===== src/rtl/jtgng_vdly_pkg.sv =====
// Shared helpers for the variable delay line: clog2 and the width derivations
// that both the interface and the datapath need to agree on.
package jtgng_vdly_pkg;

  function automatic int clog2(input int v);
    int r;
    r = 0;
    while ((1 << r) < v) r++;
    return r;
  endfunction

  // Width of the delay-select port: must encode 0..DEPTH.
  function automatic int vdly_dw(input int depth);
    return clog2(depth + 1);
  endfunction

  // Address width of the DEPTH-1 entry history buffer (at least one bit).
  function automatic int vdly_aw(input int depth);
    return (depth > 2) ? clog2(depth - 1) : 1;
  endfunction

endpackage


===== src/rtl/jtgng_vdly_if.sv =====
// Sample-stream bundle of the variable delay line: advance enable, data,
// delay select and flush in; delayed data and ready out.
interface jtgng_vdly_if
  import jtgng_vdly_pkg::*;
#(
  parameter int W     = 5,
  parameter int DEPTH = 24
);
  localparam int DW = vdly_dw(DEPTH);

  logic          clk_en;
  logic [W-1:0]  din;
  logic [DW-1:0] dly;
  logic          flush;
  logic [W-1:0]  dout;
  logic          ready;

  modport master (output clk_en, din, dly, flush, input dout, ready);
  modport slave  (input clk_en, din, dly, flush, output dout, ready);
endinterface


===== src/rtl/jtgng_vdly_mem.sv =====
// History storage: one write port and one registered write-first read port,
// shaped for block-RAM inference. Contents are never reset.
module jtgng_vdly_mem #(
  parameter int W  = 5,
  parameter int N  = 23,
  parameter int AW = 5
) (
  input  logic          clk,
  input  logic          we,
  input  logic [AW-1:0] waddr,
  input  logic [W-1:0]  wdata,
  input  logic [AW-1:0] raddr,
  output logic [W-1:0]  q
);
  logic [W-1:0] mem [N];

  // Write-first: a read of the address being written returns the new sample.
  always_ff @(posedge clk) begin
    if (we) mem[waddr] <= wdata;
    q <= (we && (waddr == raddr)) ? wdata : mem[raddr];
  end

endmodule


===== src/rtl/jtgng_vdly.sv =====
// Variable delay line: delays din by 1..DEPTH enabled ticks, masking dout to
// zero until the history buffer holds enough samples for the selected delay.
module jtgng_vdly
  import jtgng_vdly_pkg::*;
#(
  parameter int W     = 5,
  parameter int DEPTH = 24
) (
  input  logic        clk,
  input  logic        rst_n,
  jtgng_vdly_if.slave bus
);
  localparam int DW = vdly_dw(DEPTH);
  localparam int AW = vdly_aw(DEPTH);
  localparam int N  = DEPTH - 1;
  localparam int SW = DW + 1;

  localparam logic [DW-1:0] DONE = DW'(1);
  localparam logic [DW-1:0] DMAX = DW'(DEPTH);
  localparam logic [AW-1:0] LAST = AW'(N - 1);
  localparam logic [SW-1:0] NS   = SW'(N);

  logic [DW-1:0] d_eff, d_prev;
  logic [DW-1:0] cnt, cnt_nxt;
  logic [AW-1:0] wr, wr_nxt, raddr;
  logic [SW-1:0] rsum;
  logic [W-1:0]  q, dout_r, dout_nxt;
  logic          ready_r, ready_nxt;
  logic          tick, restart;

  always_comb begin
    d_eff = bus.dly;
    if (bus.dly == '0)       d_eff = DONE;
    else if (bus.dly > DMAX) d_eff = DMAX;

    tick    = bus.clk_en && !bus.flush;
    restart = bus.flush || (d_eff != d_prev);

    wr_nxt = wr;
    if (tick) wr_nxt = (wr == LAST) ? '0 : wr + 1'b1;

    // Prefetch the sample the next tick will present: D-1 entries behind the
    // post-edge write pointer, so the read register is ready one tick ahead.
    rsum = SW'(wr_nxt) + NS - SW'(d_eff - 1'b1);
    if (rsum >= NS) rsum = rsum - NS;
    raddr = rsum[AW-1:0];
  end

  always_comb begin
    cnt_nxt   = cnt;
    ready_nxt = ready_r;
    dout_nxt  = dout_r;
    if (restart) begin
      cnt_nxt   = '0;
      ready_nxt = 1'b0;
      dout_nxt  = '0;
    end else if (tick) begin
      cnt_nxt   = (cnt >= d_eff) ? d_eff : cnt + 1'b1;
      ready_nxt = (cnt_nxt == d_eff);
      // D=1 bypasses the buffer: a single register stage on din.
      if (!ready_nxt)          dout_nxt = '0;
      else if (d_eff == DONE)  dout_nxt = bus.din;
      else                     dout_nxt = q;
    end
  end

  always_ff @(posedge clk or negedge rst_n) begin
    if (!rst_n) begin
      wr      <= '0;
      cnt     <= '0;
      d_prev  <= DONE;
      ready_r <= 1'b0;
      dout_r  <= '0;
    end else begin
      wr      <= wr_nxt;
      cnt     <= cnt_nxt;
      d_prev  <= d_eff;
      ready_r <= ready_nxt;
      dout_r  <= dout_nxt;
    end
  end

  jtgng_vdly_mem #(
    .W  (W),
    .N  (N),
    .AW (AW)
  ) u_mem (
    .clk   (clk),
    .we    (tick),
    .waddr (wr),
    .wdata (bus.din),
    .raddr (raddr),
    .q     (q)
  );

  assign bus.dout  = dout_r;
  assign bus.ready = ready_r;

endmodule


===== src/flat_wrapper.sv =====
// flat-port wrapper written by rule: the top's interface ports become plain ports
module jtgng_vdly_flat import jtgng_vdly_pkg::*;
#(
  parameter int W     = 5,
  parameter int DEPTH = 24
)
  (clk, rst_n, bus_clk_en, bus_din, bus_dly, bus_flush, bus_dout, bus_ready);
  jtgng_vdly_if #(.W(W), .DEPTH(DEPTH)) bus_i ();
  input  logic clk;
  input  logic rst_n;
  input wire logic [$bits(bus_i.clk_en)-1:0] bus_clk_en;
  input wire logic [$bits(bus_i.din)-1:0] bus_din;
  input wire logic [$bits(bus_i.dly)-1:0] bus_dly;
  input wire logic [$bits(bus_i.flush)-1:0] bus_flush;
  output wire logic [$bits(bus_i.dout)-1:0] bus_dout;
  output wire logic [$bits(bus_i.ready)-1:0] bus_ready;
  assign bus_i.clk_en = bus_clk_en;
  assign bus_i.din = bus_din;
  assign bus_i.dly = bus_dly;
  assign bus_i.flush = bus_flush;
  assign bus_dout = bus_i.dout;
  assign bus_ready = bus_i.ready;
  jtgng_vdly #(.W(W), .DEPTH(DEPTH)) u_core (.clk(clk), .rst_n(rst_n), .bus(bus_i));
endmodule

===== config.mk =====
export PLATFORM = sky130hd
export DESIGN_NAME = jtgng_vdly_flat
export DESIGN_NICKNAME = d
export VERILOG_FILES = /design/src/rtl/jtgng_vdly_pkg.sv /design/src/rtl/jtgng_vdly_if.sv /design/src/rtl/jtgng_vdly_mem.sv /design/src/rtl/jtgng_vdly.sv /design/src/flat_wrapper.sv
export SDC_FILE = /design/constraint.sdc
export NUM_CORES = 1
export LEC_CHECK = 0
export CORE_UTILIZATION = 43
export CTS_BUF_LIST = sky130_fd_sc_hd__clkbuf_4 sky130_fd_sc_hd__clkbuf_8
export CTS_CLUSTER_SIZE = 12
export DETAILED_ROUTE_END_ITERATION = 8
export PLACE_DENSITY_LB_ADDON = 0.25
export SYNTH_ARGS = -nofsm -noshare
export SYNTH_HDL_FRONTEND = slang
export SYNTH_SLANG_ARGS = --single-unit

===== constraint.sdc =====
create_clock -name clk -period 4 [get_ports clk]
set_clock_uncertainty 0.1 [all_clocks]
set_input_delay 1.2 -clock clk [delete_from_list [all_inputs] [get_ports clk]]
set_output_delay 1.2 -clock clk [all_outputs]
set_load 0.01 [all_outputs]

# Word-level counts from Yosys, hierarchy flattened
# Memory sizes are Yosys's and may differ from the RTL's. A register that Yosys moved wholly into a read port is not among the register bits.
# Cells that the tools add are included.
# word_totals
reg_bits	21
latch_bits	0
mem_bits_rw	115
romBits	0
in_bits	14
out_inout_bits	6
wordCells	40
memories	1
# memory_table
name	words	word_bits	read_ports	rd_clocked_by_memory_dff	wr	line	rtl
u_core.u_mem.mem	23	5	1	1	1	jtgng_vdly_mem.sv:15	logic [W-1:0] mem [N];
# op_classes
addsub	6
multipliers	0
div_mod_pow	0
n_lt_le_gt_ge	3
eq_ne	4
shifts	0
mux	16
n_bitwise	0
reduce_logical	5
# ops
op	n
$mux W5	12
$add A5 B1 Y5 const B	2
$add A5 B5 Y6 const B	1
$ge A6 B5 Y1 const B	1
$sub A5 B1 Y6 const B	1
$sub A6 B6 Y6	1
$eq A5 B1 Y1 const B	1
$eq A5 B5 Y1	1
$eq A5 B5 Y1 const B	1
$ge A5 B5 Y1	1
$gt A5 B5 Y1 const B	1
$logic_not A5 Y1	1
$ne A5 B5 Y1	1
$sub A5 B5 Y5 const B	1
$mux W1	4
$reduce_bool A2 Y1	1
$logic_and A1 B1 Y1	1
$logic_not A1 Y1	1
$logic_or A1 B1 Y1	1

# Depth between registers and ports, before layout
# Gate-level depths: netlist of the first run.
# logic_depth
word_depth	9
depth_mapped	15
mapped_depth_nobuf	15

# Cells and area by module
# A second synthesis of the first run with hierarchy kept.
# unflattened
hier_cells	432
hier_area_um2	6517.5
# modules_own_cells
module	n_inst	cells_each	area_each_um2	seq_area_each_um2
jtgng_vdly_mem	1	232	4654.5	3553.4
jtgng_vdly	1	200	1863.0	526.8

# Worst setup path before layout of the first run
# No wires, ideal clock.
# synth_path
kind	input to register
start	input port bus_clk_en
end	register (tool-made name)
setup_ns	0.121
t_arrival_ns	3.980
required_ns	3.779
slack_ns	-0.201
cell_stages	12
n_path_buf	1
path_cell_list	nor2b_1 > clkbuf_1 > nand2_1 > nor2_1 > nor2_1 > ha_1 > fa_1 > a21o_1 > a21oi_1 > xnor2_1 > a21oi_1 > mux2_2
# synth_rtl
item	line	rtl
start: declaration	flat_wrapper.sv:11	input wire logic [$bits(bus_i.clk_en)-1:0] bus_clk_en;

==> metrics.md, run 1 <==
| Metric | Value |
|---|---|
| Final wirelength | `12570 um` |
| Final setup viols | `0` |
| Synth top area share | `0.5469` |
| Post-layout min period | `roughly 3.8 ns` |
| Area contributors post-synth | `edfxtp_1 (55%), dfrtp_1 (7.9%), mux4_2 (6.8%)` |
| Site row count | `43` |
| Reg power frac | `0.411` |
| Initial antenna violation count | `0` |
| Number of synthesized register bits | `roughly 140` |
| Fin util | `0.5199` |
| HPWL after DPL | `roughly 8900 um` |
| Worst EP arrival | `4.06 ns` |
| Initial core utilization | `0.4480` |
| Setup CP Type | `in -> reg` |
| Synth Instances | `~410` |
| Root Driver | `clkbuf_8` |
| Power Dens Cells | `612.0 mW/mm2` |
| Antenna Violating Nets Remaining | `0` |
| Setup crit end kind | `flop` |
| YS warnings | `0` |
| Diodes inserted | `0` |
| Largest net degree at the start of global routing | `25` |
| I/O pin count | `20` |
| Vias | `between 3000 and 4000` |
| Full die area | `about 0.015 mm2` |
| Multi-input logic area | `between 0.002 and 0.0025 mm2` |
| Peak supply drop | `around 0.53 mV` |
| Crit-path max FO | `4` |
| Final period util | `0.9556` |
| Final Non-Filler Cells | `660` |
| Number of remaining DRC errors | `0` |
| Mapped Nets | `444` |
| Met2 Usage GRT | `0.2874` |
| Comb pwr share | `0.340` |
| Nets | `around 500` |
| Post-Place Cells | `628` |
| Yosys cell types | `47` |
| Cell Chain, Critical Path | `clkdlybuf4s50_1, nor2b_4, nand4_1, xor2_1, or2_2, ha_1, inv_1, ha_1, a21o_1, a21oi_2, xnor2_1, a21oi_2, mux2_2` |
| Final hold slack | `around 0.41 ns` |
| Post-synthesis sequential area ratio | `0.6461` |
| Top FF cell, synth | `edfxtp_1` |
| Req. time, crit path | `4.24 ns` |
| Critical Path Max Stage Delay | `about 0.48 ns` |
| Met1 usage | `0.2513` |
| Leading area contributor after synthesis | `edfxtp_1` |
| FF-to-FF Start | `u_core.wr[0]$_DFF_PN0_` |
| Hold Crit Depth | `1` |
| Cells on worst reg2reg path | `13` |
| Startpoint Class | `input port` |
| Slew HR | `0.2712` |
| WL/cell | `19.04 um` |
| Reported net switching power | `roughly 1.4 mW` |
| Gr ovfl total | `0` |
| Post-synth top cells | `edfxtp_1 (115), nor2_1 (35), nand2_1 (26)` |
| Reg area | `0.004081 mm2` |
| Final Slew Violations | `0` |
| Fin. Hold Viols | `0` |
| Clock share of power | `0.249` |
| Postcts setup bufs | `0` |
| LEAKAGE | `roughly 2.6 nW` |
| Setup TNS | `0 ns` |
| CTS Hold Bufs | `0` |
| Die H | `123.2 um` |
| Placer Congestion | `approximately 0.83` |
| Setup crit start | `bus_clk_en` |
| Max Cap Viol | `0` |
| Post-Syn Area per Cell | `roughly 15 um2` |
| Synthesized cell area | `between 0.006 and 0.007 mm2` |
| Pre-antenna DRT Iters | `5` |
| Buffers on Ports | `19` |
| CTS H-tree lvls | `4` |
| Met3 GRT Util | `0.05304` |
| CP max-delay cell | `clkdlybuf4s50_1` |
| Area grow syn2layout | `16.05%` |
| CTS Buffer Depth | `2` |
| GR Util All Layers | `0.1866` |
| Clock Sinks | `about 140` |
| Share of cells above drive strength 1 | `0.2146` |
| FFs w/ async S/R, synth | `0.1489` |
| Worst Tran Pin Value | `between 1 and 1.5 ns` |
| Iteration-0 DRC Markers | `298` |
| Vias in the first global route | `3616` |
| Register-to-register setup slack | `between 0.8 and 0.9 ns` |
| Fill cells | `between 1000 and 1500` |
| Core area | `0.01410 mm2` |
| RSZ-0062 raised after global routing | `false` |
| Post-CTS sizing | `1` |
| Clk slew on worst S/H paths | `0.08 ns` |
| EDFF count, synth | `115` |
| Internal power | `3.061 mW` |
| Num CTS Buffers | `17` |
| Top Usage Layer GRT | `met2` |
| Global-route wire length before repair | `19950 um` |
| Vias per cell | `5.482` |
| Die width | `roughly 120 um` |
| Clock Latency Late Sink | `~0.44 ns` |
| Fmax achieved | `roughly 260 MHz` |
| Hold crit path type | `reg -> reg` |
| Most common cell in the synthesized netlist | `edfxtp_1` |
| Status | `complete, no violations` |
| CTS tree | `yes` |
| Sw Share | `0.3176` |
## power groups by stage
| stage | logic [mW] | clock network (mW) | registers, mW |
|---|---|---|---|
| floorplan | 1.14 | 0 | 1.74 |
| global placement | 1.48 | 0 | 1.88 |
| finish | 1.52 | 1.12 | 1.84 |
| CTS | 1.51 | 1.15 | 1.85 |
| detailed placement | 1.50 | 0 | 1.88 |
| global route | 1.66 | 1.20 | 1.87 |
## routing by layer
layer	wire length [um]	vias up	part of all wire
li1	-	1682	-
met1	5703	1812	0.45
met2	5859	105	0.47
met3	772	19	0.061
met4	230	0	0.018
met5	0	-	0
## flip-flops by register name, summed over array words and instances, names as in the netlist, named ones only
register	cells
u_core.bus.dout	5
u_core.cnt	5
u_core.bus.ready	1
u_core.u_mem.mem	115
u_core.wr	5
u_core.d_prev	5
## kinds of logic (layout without fill, tap and decap cells)
group / count (synthesis) / count (layout) / share of synthesized area
adder cells (fa/ha/maj): 21 / 21 / 0.04280
AND/OR/NAND/NOR: 95 / 95 / 0.07074
multiplexers: 40 / 40 / 0.1244
AO/OA/AOI/OAI: 54 / 54 / 0.05746
buffers and inverters: 36 / 107 / 0.02794
flip-flops: 141 / 141 / 0.6461
XOR/XNOR: 22 / 22 / 0.03051
## critical path, delay by kind of cell
kind                     cells  cell delay, ns
AND/OR/NAND/NOR              3            0.60
XOR/XNOR                     2            0.26
buffers and inverters        2            0.52
adder cells (fa/ha/maj)      2            0.60
AO/OA/AOI/OAI                3            0.52
multiplexers                 1            0.35
## cell type report
| cell class | instances | area share |
|---|---|---|
| inverter | 18 | 0.009220 |
| clock inverter | 12 | 0.01895 |
| timing repair buffer | 57 | 0.06488 |
| tap | 180 | 0.03073 |
| multi-input combinational | 232 | 0.2843 |
| sequential | 141 | 0.5569 |
| clock buffer | 20 | 0.03500 |
## placed cells by master (no fill, tap or decap), types with 3 or more instances in the layout
cell type / count
o21ai_0: 6
clkinvlp_4: 4
nand2b_1: 6
dfxtp_1: 4
a31oi_1: 5
buf_4: 38
clkdlybuf4s50_1: 19
o2bb2ai_1: 5
ha_1: 20
or2_2: 3
clkbuf_8: 17
a211oi_1: 5
edfxtp_1: 115
mux2i_1: 11
clkbuf_4: 3
clkinv_4: 3
mux4_1: 9
or3_1: 5
a21oi_1: 14
inv_1: 18
a221oi_1: 4
xnor2_1: 14
nor2_1: 34
dfrtp_1: 20
mux4_2: 19
xor2_1: 8
a21o_1: 5
nand3_1: 10
nand2_1: 26
## how the worst min path moves through the flow
| stage | startpoint | endpoint | slack [ns] |
|---|---|---|---|
| after floorplan | u_core.bus.dout[0]$_DFFE_PN0P_ | u_core.bus.dout[0]$_DFFE_PN0P_ | 0.42 |
| after global placement | u_core.bus.ready$_DFFE_PN0P_ | u_core.bus.ready$_DFFE_PN0P_ | 0.37 |
| after detailed placement | u_core.bus.dout[0]$_DFFE_PN0P_ | u_core.bus.dout[0]$_DFFE_PN0P_ | 0.39 |
| after CTS | u_core.bus.dout[0]$_DFFE_PN0P_ | u_core.bus.dout[0]$_DFFE_PN0P_ | 0.41 |
| after global routing | u_core.bus.dout[0]$_DFFE_PN0P_ | u_core.bus.dout[0]$_DFFE_PN0P_ | 0.42 |
| final | u_core.bus.dout[0]$_DFFE_PN0P_ | u_core.bus.dout[0]$_DFFE_PN0P_ | 0.41 |
## metrics by stage
step	total power, mW	cell area [um2]	setup slack [ns]
final	4.485	7328	0.1777
after global routing	4.728	7328	0.02895
after CTS	4.502	7313	0.05497
after detailed placement	3.385	6915	-0.5256
after global placement	3.358	6915	-0.4542
after floorplan	2.882	6325	0.02734
Power figures use the tool's default switching activity.
==> run 2, diff against run 1 <==
SKIP_LAST_GASP = 1   (was not set)
==> results of run 2 <==
Final layout, timing and power as in run 1 (identical DEF).
==> run 3, diff against run 2 <==
CTS_CLUSTER_SIZE = 25   (was 12)
==> results of run 3 <==
Final layout, timing and power as in run 1 (identical DEF).
